`src/rtl/pipelined_adder.sv`:
```
// rtl/pipelined_adder.sv - pipelined adder/subtractor resolving WIDTH/STAGES bits per stage
// Each stage adds one chunk with the carry registered by the stage before it; valid/ready flow control.
module pipelined_adder #(
  parameter int WIDTH  = 16,
  parameter int STAGES = 4
) (
  input  logic             Clk,
  input  logic             Reset,
  input  logic             in_valid,
  output logic             in_ready,
  input  logic [WIDTH-1:0] A,
  input  logic [WIDTH-1:0] B,
  input  logic             Sub,
  output logic             out_valid,
  input  logic             out_ready,
  output logic [WIDTH-1:0] Sum,
  output logic             CO,
  output logic             OVF
);

  localparam int NS = (STAGES < 1) ? 1 : STAGES;
  localparam int C  = WIDTH / NS;

  generate
    if (STAGES < 1 || (WIDTH % NS) != 0) begin : g_bad_params
      $error("pipelined_adder: STAGES must be >= 1 and divide WIDTH");
    end
  endgenerate

  function automatic logic [C:0] add_chunk(input logic [C-1:0] x, input logic [C-1:0] y,
                                           input logic cin);
    return {1'b0, x} + {1'b0, y} + {{C{1'b0}}, cin};
  endfunction

  logic             s_valid [NS];
  logic [WIDTH-1:0] s_sum   [NS];
  logic [WIDTH-1:0] s_a     [NS];
  logic [WIDTH-1:0] s_b     [NS];
  logic             s_carry [NS];
  logic             s_sa    [NS];
  logic             s_sb    [NS];

  logic             n_valid [NS];
  logic [WIDTH-1:0] n_sum   [NS];
  logic [WIDTH-1:0] n_a     [NS];
  logic [WIDTH-1:0] n_b     [NS];
  logic             n_carry [NS];
  logic             n_sa    [NS];
  logic             n_sb    [NS];

  logic [WIDTH-1:0] b_eff;
  logic [WIDTH-1:0] sum_s;
  logic [C:0]       t;
  logic             adv;

  assign b_eff = Sub ? ~B : B;

  always_comb begin
    sum_s = '0;
    t     = add_chunk(A[C-1:0], b_eff[C-1:0], Sub);
    sum_s[C-1:0] = t[C-1:0];
    n_valid[0] = in_valid;
    n_sum[0]   = sum_s;
    n_a[0]     = A;
    n_b[0]     = b_eff;
    n_carry[0] = t[C];
    n_sa[0]    = A[WIDTH-1];
    n_sb[0]    = b_eff[WIDTH-1];
    for (int k = 1; k < NS; k++) begin
      t     = add_chunk(s_a[k-1][k*C +: C], s_b[k-1][k*C +: C], s_carry[k-1]);
      sum_s = s_sum[k-1];
      sum_s[k*C +: C] = t[C-1:0];
      n_valid[k] = s_valid[k-1];
      n_sum[k]   = sum_s;
      n_a[k]     = s_a[k-1];
      n_b[k]     = s_b[k-1];
      n_carry[k] = t[C];
      n_sa[k]    = s_sa[k-1];
      n_sb[k]    = s_sb[k-1];
    end
  end

  // The whole pipe moves as one: it only holds when the last stage is full and not consumed.
  assign adv      = out_ready || !out_valid;
  assign in_ready = adv;

  always_ff @(posedge Clk) begin
    if (Reset) begin
      for (int k = 0; k < NS; k++) begin
        s_valid[k] <= 1'b0;
        s_sum[k]   <= '0;
        s_a[k]     <= '0;
        s_b[k]     <= '0;
        s_carry[k] <= 1'b0;
        s_sa[k]    <= 1'b0;
        s_sb[k]    <= 1'b0;
      end
    end else if (adv) begin
      for (int k = 0; k < NS; k++) begin
        s_valid[k] <= n_valid[k];
        s_sum[k]   <= n_sum[k];
        s_a[k]     <= n_a[k];
        s_b[k]     <= n_b[k];
        s_carry[k] <= n_carry[k];
        s_sa[k]    <= n_sa[k];
        s_sb[k]    <= n_sb[k];
      end
    end
  end

  assign out_valid = s_valid[NS-1];
  assign Sum       = s_sum[NS-1];
  assign CO        = s_carry[NS-1];
  assign OVF       = (s_sa[NS-1] == s_sb[NS-1]) && (Sum[WIDTH-1] != s_sa[NS-1]);

endmodule

```
`config.mk`:
```
export PLATFORM = sky130hd
export DESIGN_NAME = pipelined_adder
export DESIGN_NICKNAME = d
export VERILOG_FILES = /design/src/rtl/pipelined_adder.sv
export SDC_FILE = /design/constraint.sdc
export NUM_CORES = 1
export LEC_CHECK = 0
export CAP_MARGIN = 20
export CORE_ASPECT_RATIO = 0.5
export CORE_UTILIZATION = 41
export DETAILED_ROUTE_END_ITERATION = 8
export PLACE_DENSITY = 0.69
export SLEW_MARGIN = 20
export SYNTH_ARGS = -nofsm -noshare
export SYNTH_HDL_FRONTEND = slang
export SYNTH_SLANG_ARGS = --single-unit
```
`constraint.sdc`:
```
create_clock -name Clk -period 6.8 [get_ports Clk]
set_input_delay 1.02 -clock Clk [delete_from_list [all_inputs] [get_ports Clk]]
set_output_delay 1.02 -clock Clk [all_outputs]
set_load 0.01 [all_outputs]
```
==> impl_metrics.csv, run 1 <==
group,metric,value,unit
final_layout,fin_cells,505,
grt,globalRoute.totalOverflow,0,
grt,grt_start_max_net_pins,99,
synth,ys_ff_latch,98,
timing,fmax,0.309,GHz
floorplan,die_x,148,um
synth,synthCells,304,
clocking,clock_latency,0.34,ns
clocking,clk_pin_slew,0.06,ns
grt,antenna_found_initial,0,
route,routedWlPerCell,12.3,um
clocking,cts_root_buf,"clkbuf_16",
clocking,cts_tree,"built",
worst_setup_path,critical_path_class,"in -> out",
timing,max_slew_margin,0.422,
timing,holdWs,0.513,ns
grt,grt_use_total,0.124,
worst_hold_path,hold_start,"s_b[0][12]",
clocking,post-cts-setup-buffers,0,
worst_setup_path,timing.rr.start,"s_a[0][4]",
floorplan,fp.coreArea,10200,um^2
clocking,numCtsBuffers,9,
pwr,finalPower,1.37,mW
clocking,cts_resized,0,
worst_setup_path,cpMostUsedCell,"clkdlybuf4s50_1",
synth,synth_area,4350,um^2
pwr,power.density,255,nW/um^2
worst_setup_path,r2r_slack,4.98,ns
grt,grt_pass1_wl,10.1,mm
final_layout,fin_util,0.523,
timing,rsz0062_at_grt,"false",
worst_setup_path,crit_chain,"clkdlybuf4s50_1 > nor2b_4 > inv_1 > clkdlybuf4s50_1",
timing,setup_viol,0,
final_layout,antenna_cells,0,
clocking,clock-sinks,98,
worst_setup_path,cp.depth,4,
timing,period_needed,3.23,ns
pwr,clockPowerShare,0.382,
worst_setup_path,critPathMaxFanout,4,
timing,setup_ws,3.57,ns
placement,dpl_cell_area,5030,um^2
pwr,combPwrFrac,0.091,
worst_setup_path,worst_ep_required_time,5.78,ns
route,vias,2216,
worst_setup_path,crit_slowest_cell,"clkdlybuf4s50_1",
worst_hold_path,hold_depth,1,
pwr,p_int,1.10,mW
placement,place_ws,3.27,ns
worst_setup_path,slowest_delay,0.47,ns
timing,post-route-period-util,0.475,
floorplan,start_util,0.424,
clocking,ctsHoldBuffers,0,
worst_hold_path,hold_path_end,"s_b[0][28]",
synth,synth_nets,360,
final_layout,final_area,5360,um^2
final_layout,final_nets,417,
floorplan,ios,57,
final_layout,areaGrowthSynthToFinish,23.3,%
route,dr.pass1.iters,4,
placement,dpl.cell_count,489,
worst_setup_path,crit_family,"buffers and inverters",
synth,syn_avg_cell_area,14.3,um^2
route,vias_per_cell,4.39,
status,outcome,"finished, final reports clean",
timing,finalClockSkew,0.00662,ns
synth,yosys_warnings,0,
timing,hold_violations,0,
route,drt_iter0_drc,158,
pwr,switchingPower,0.269,mW
clocking,cts_buffer_depth,2,
worst_setup_path,start_kind,"input port",
final_layout,final.fill_count,851,
pwr,irDropWorstVdd,0.000115,V
worst_setup_path,ff2ff_path_depth,7,
floorplan,die_area,11000,um^2
timing,fin_tns_setup,0,ns
route,route.detailed.drc,0,
placement,gp_congestion,0.748,
timing,tightest_slew,0.864,ns
synth,yosysSeqAreaShare,0.677,
pwr,pwr-share-seq,0.528,
final_layout,drive_gt1_frac,0.0685,
floorplan,row_count,26,
placement,dp_hpwl,3.93,mm
worst_setup_path,crit_path_end_kind,"output pin",
clocking,htree_levels,3,
worst_setup_path,cp.arrival,2.21,ns
synth,synth.distinct_cells,26,
route,wirelength,6.20,mm
worst_setup_path,worst-path-buf-inv,3,
grt,grt_pass1_vias,2130,
worst_setup_path,reg2reg_to,"s_carry[1]",
placement,io_buffers,56,
pwr,p_sw_frac,0.197,
route,drtAntennaViolNets,0,
flow_run,max-cap-violations,0,
worst_hold_path,worstHoldPathType,"reg -> reg",
pwr,p_leak,2.11,nW
timing,slew_violations,0,
floorplan,die_height,74.8,um
## cell usage after synthesis
cell type	n	area (um^2)
nand3_2	2	20.0
xnor2_1	15	131
buf_2	2	10.0
or2_1	1	6.26
clkbuf_1	4	15.0
a21oi_2	1	8.76
edfxtp_1	98	2940
buf_4	5	37.5
nand2_1	4	15.0
nor2_2	1	6.26
and3_1	3	18.8
nor3_2	4	40.0
xor2_1	4	35.0
nor2b_1	5	31.3
nor2_1	26	97.6
and2_1	68	425
a21oi_1	8	40.0
nor2b_4	1	13.8
buf_6	1	11.3
ha_1	12	150
o21ai_0	5	25.0
a21o_1	2	15.0
inv_1	22	82.6
mux2_4	1	15.0
nand2b_1	2	12.5
fa_1	7	140
## sequential cells by signal, indices dropped and copies added (netlist names)
| register | cells |
|---|---|
| s_carry | 4 |
| s_sb | 1 |
| s_sum | 40 |
| s_b | 24 |
| s_valid | 4 |
| s_a | 23 |
| s_sa | 2 |
## worst reg2reg max path: cells and delay by family, from the launching register on
kind                     cells  cell delay [ns]
adder cells (fa/ha/maj)      2             0.88
flip-flops                   1             0.32
AO/OA/AOI/OAI                1             0.14
AND/OR/NAND/NOR              3             0.30
buffers and inverters        1             0.05
## power groups by stage
stage / combinational (mW) / clock (mW) / sequential [mW]
finish: 0.124 / 0.521 / 0.720
detailed placement: 0.124 / 0 / 0.734
floorplan: 0.0723 / 0 / 0.734
global route: 0.139 / 0.555 / 0.724
CTS: 0.124 / 0.531 / 0.721
global placement: 0.117 / 0 / 0.732
## metal layers
layer	wire, um	vias up	GRT usage
li1	-	1138	-
met1	2560	1031	0.139
met2	3310	39	0.219
met3	240	8	0.0388
met4	95	0	0.0664
met5	0	-	0
## worst max-delay path by stage
stage,startpoint,end,slack (ns)
2_1_floorplan,Reset,s_a[0][10],2.93
3_3_place_gp,Sub,s_carry[0],3.35
3_5_place_dp,Sub,s_carry[0],3.27
4_1_cts,out_ready,in_ready,3.56
5_1_grt,Sub,s_carry[0],3.49
6_report,out_ready,in_ready,3.57
## cells by family (layout without fill, tap and decap cells)
kind of cell    count (synthesis)  in the layout  synth area share
fa+ha+maj                      19             19            0.0668
xor+xnor                       19             19            0.0383
compound gates                 16             16            0.0204
buf+inv                        34             95            0.0360
mux                             1              1           0.00345
flops                          98             98             0.677
simple gates                  117            117             0.158
## area by class of cell
type | count | area, um^2 | share of cell area
Sequential cell | 98 | 2940 | 0.549
Multi-Input combinational cell | 172 | 1260 | 0.235
Timing Repair Buffer | 58 | 599 | 0.112
Clock buffer | 11 | 233 | 0.0434
Tap cell | 140 | 175 | 0.0327
Inverter | 22 | 82.6 | 0.0154
Clock inverter | 4 | 67.6 | 0.0126
## cells in the final DEF (no fill, tap or decap), drive strengths merged
cell type,instances
nand3,2
a21o,2
or2,1
clkbuf,11
a21oi,9
xnor2,15
o21ai,5
mux2,1
edfxtp,98
xor2,4
nand2,4
and3,3
nor3,4
nor2,27
clkinv,2
and2,68
fa,7
inv,22
nand2b,2
clkdlybuf4s50,56
ha,12
bufinv,2
nor2b,6
buf,2
No activity file was read; power rests on OpenSTA's default activity.
==> inputs of run 2 (changes only) <==
PLACE_DENSITY = 0.72   (was 0.69)
clock period = 2.8 ns   (was 6.8 ns; I/O delays follow)
==> run 2 against run 1 <==
Compared with the run above: sequential power is 140% higher; clock skew down 0.0029 ns; design area shrank 0.23%; die area did not move; clock power rose by 100%; power increased by 130%; final cell count is 0.59% higher; critical path type unchanged; highest routed layer unchanged.
==> impl_metrics.csv, run 2 (synthesis results as in run 1) <==
group,metric,value,unit
grt,grt_pass1_vias,2221,
clocking,cts_root_buf,"clkbuf_16",
worst_setup_path,start_kind,"input port",
worst_setup_path,worst-path-buf-inv,3,
worst_setup_path,cp.arrival,1.59,ns
placement,gp_congestion,0.753,
floorplan,start_util,0.424,
floorplan,fp.coreArea,10200,um^2
grt,globalRoute.totalOverflow,0,
route,drtAntennaViolNets,0,
clocking,clock_latency,0.33,ns
timing,period_needed,2.01,ns
final_layout,areaGrowthSynthToFinish,23.0,%
worst_setup_path,slowest_delay,0.47,ns
route,vias_per_cell,4.46,
final_layout,final.fill_count,865,
status,outcome,"finished, final reports clean",
timing,max_slew_margin,0.609,
worst_setup_path,worst_ep_required_time,2.38,ns
clocking,htree_levels,3,
route,vias,2264,
route,drt_iter0_drc,71,
clocking,numCtsBuffers,9,
worst_setup_path,critPathMaxFanout,4,
flow_run,max-cap-violations,0,
route,routedWlPerCell,12.2,um
clocking,clk_pin_slew,0.06,ns
clocking,cts_buffer_depth,2,
timing,hold_violations,0,
grt,grt_use_total,0.121,
timing,fin_tns_setup,0,ns
floorplan,die_height,74.8,um
route,dr.pass1.iters,4,
final_layout,final_cell_mix,"98 x edfxtp_1, 68 x and2_1, 56 x clkdlybuf4s50_1, 26 x nor2_1, 22 x inv_1",
floorplan,die_area,11000,um^2
worst_setup_path,crit_path_end_kind,"output pin",
timing,tightest_slew,0.585,ns
clocking,cts_tree,"built",
timing,setup_viol,0,
route,wirelength,6.21,mm
final_layout,largest-register,"s_sum",
grt,antenna_found_initial,0,
grt,grt_pass1_wl,9.86,mm
final_layout,largest_register_ffs,40,
timing,fmax,0.496,GHz
timing,finalClockSkew,0.00369,ns
worst_hold_path,worstHoldPathType,"reg -> reg",
floorplan,ios,57,
clocking,cts_resized,0,
worst_setup_path,cpMostUsedCell,"clkdlybuf4s50_1",
worst_setup_path,crit_chain,"clkdlybuf4s50_1 > nor2b_4 > inv_1 > clkdlybuf4s50_1",
route,route.detailed.drc,0,
final_layout,top_regs,"s_sum: 40 flops, s_b: 24 flops, s_a: 23 flops",
final_layout,final_area,5350,um^2
pwr,irDropWorstVdd,0.000273,V
final_layout,antenna_cells,0,
placement,dp_hpwl,4.14,mm
floorplan,die_x,148,um
final_layout,drive_gt1_frac,0.0707,
worst_setup_path,crit_family,"buffers and inverters",
timing,post-route-period-util,0.719,
pwr,power.density,582,nW/um^2
placement,dpl_cell_area,5100,um^2
pwr,p_leak,2.11,nW
final_layout,final_nets,420,
final_layout,layout_commonest_cell,"edfxtp_1",
timing,slew_violations,0,
timing,rsz0062_at_grt,"false",
pwr,finalPower,3.11,mW
clocking,clock-sinks,98,
worst_setup_path,crit_slowest_cell,"clkdlybuf4s50_1",
worst_setup_path,critical_path_class,"in -> out",
clocking,post-cts-setup-buffers,0,
grt,grt_start_max_net_pins,38,
floorplan,row_count,26,
placement,io_buffers,56,
clocking,ctsHoldBuffers,0,
==> run 2: metrics by stage <==
| step | worst slack [ns] | std cells | hold WS (ns) | utilization |
|---|---|---|---|---|
| floorplan | 0.613 | 304 | 0.497 | - |
| global placement | 0.532 | 493 | 0.499 | 0.497 |
| detailed placement | 0.473 | 493 | 0.501 | 0.497 |
| CTS | 0.778 | 508 | 0.513 | 0.522 |
| global route | 0.742 | 508 | 0.529 | 0.522 |
| finish | 0.786 | 508 | 0.511 | 0.522 |
==> run 2: cell type report <==
cell class | count | area (um^2) | area share
Sequential cell | 98 | 2940 | 0.550
Multi-Input combinational cell | 172 | 1260 | 0.236
Timing Repair Buffer | 61 | 636 | 0.119
Clock buffer | 10 | 229 | 0.0428
Tap cell | 140 | 175 | 0.0328
Inverter | 22 | 82.6 | 0.0154
Clock inverter | 5 | 22.5 | 0.00421
==> run 2: where the power goes <==
| group | total (mW) | internal, mW | switching, mW |
|---|---|---|---|
| logic | 0.306 | 0.167 | 0.138 |
| clock network | 1.06 | 0.585 | 0.474 |
| registers | 1.75 | 1.72 | 0.0248 |
==> run 2: worst paths after layout <==
path / startpoint / to / slack, ns / cells past startpoint
setup reg to reg: s_a[0][4] / s_carry[1] / 0.94 / 7
setup / recovery: out_ready / in_ready / 0.79 / 4
hold reg to reg: s_sum[1][4] / s_sum[2][4] / 0.51 / 1
hold / removal: s_sum[1][4] / s_sum[2][4] / 0.51 / 1
==> run 2: per-layer routing <==
layer,track usage,part of all wire,vias to the layer above
li1,-,-,1143
met1,0.122,0.42,1076
met2,0.231,0.54,38
met3,0.0461,0.036,7
met4,0.0504,0.010,0
met5,0,0,-
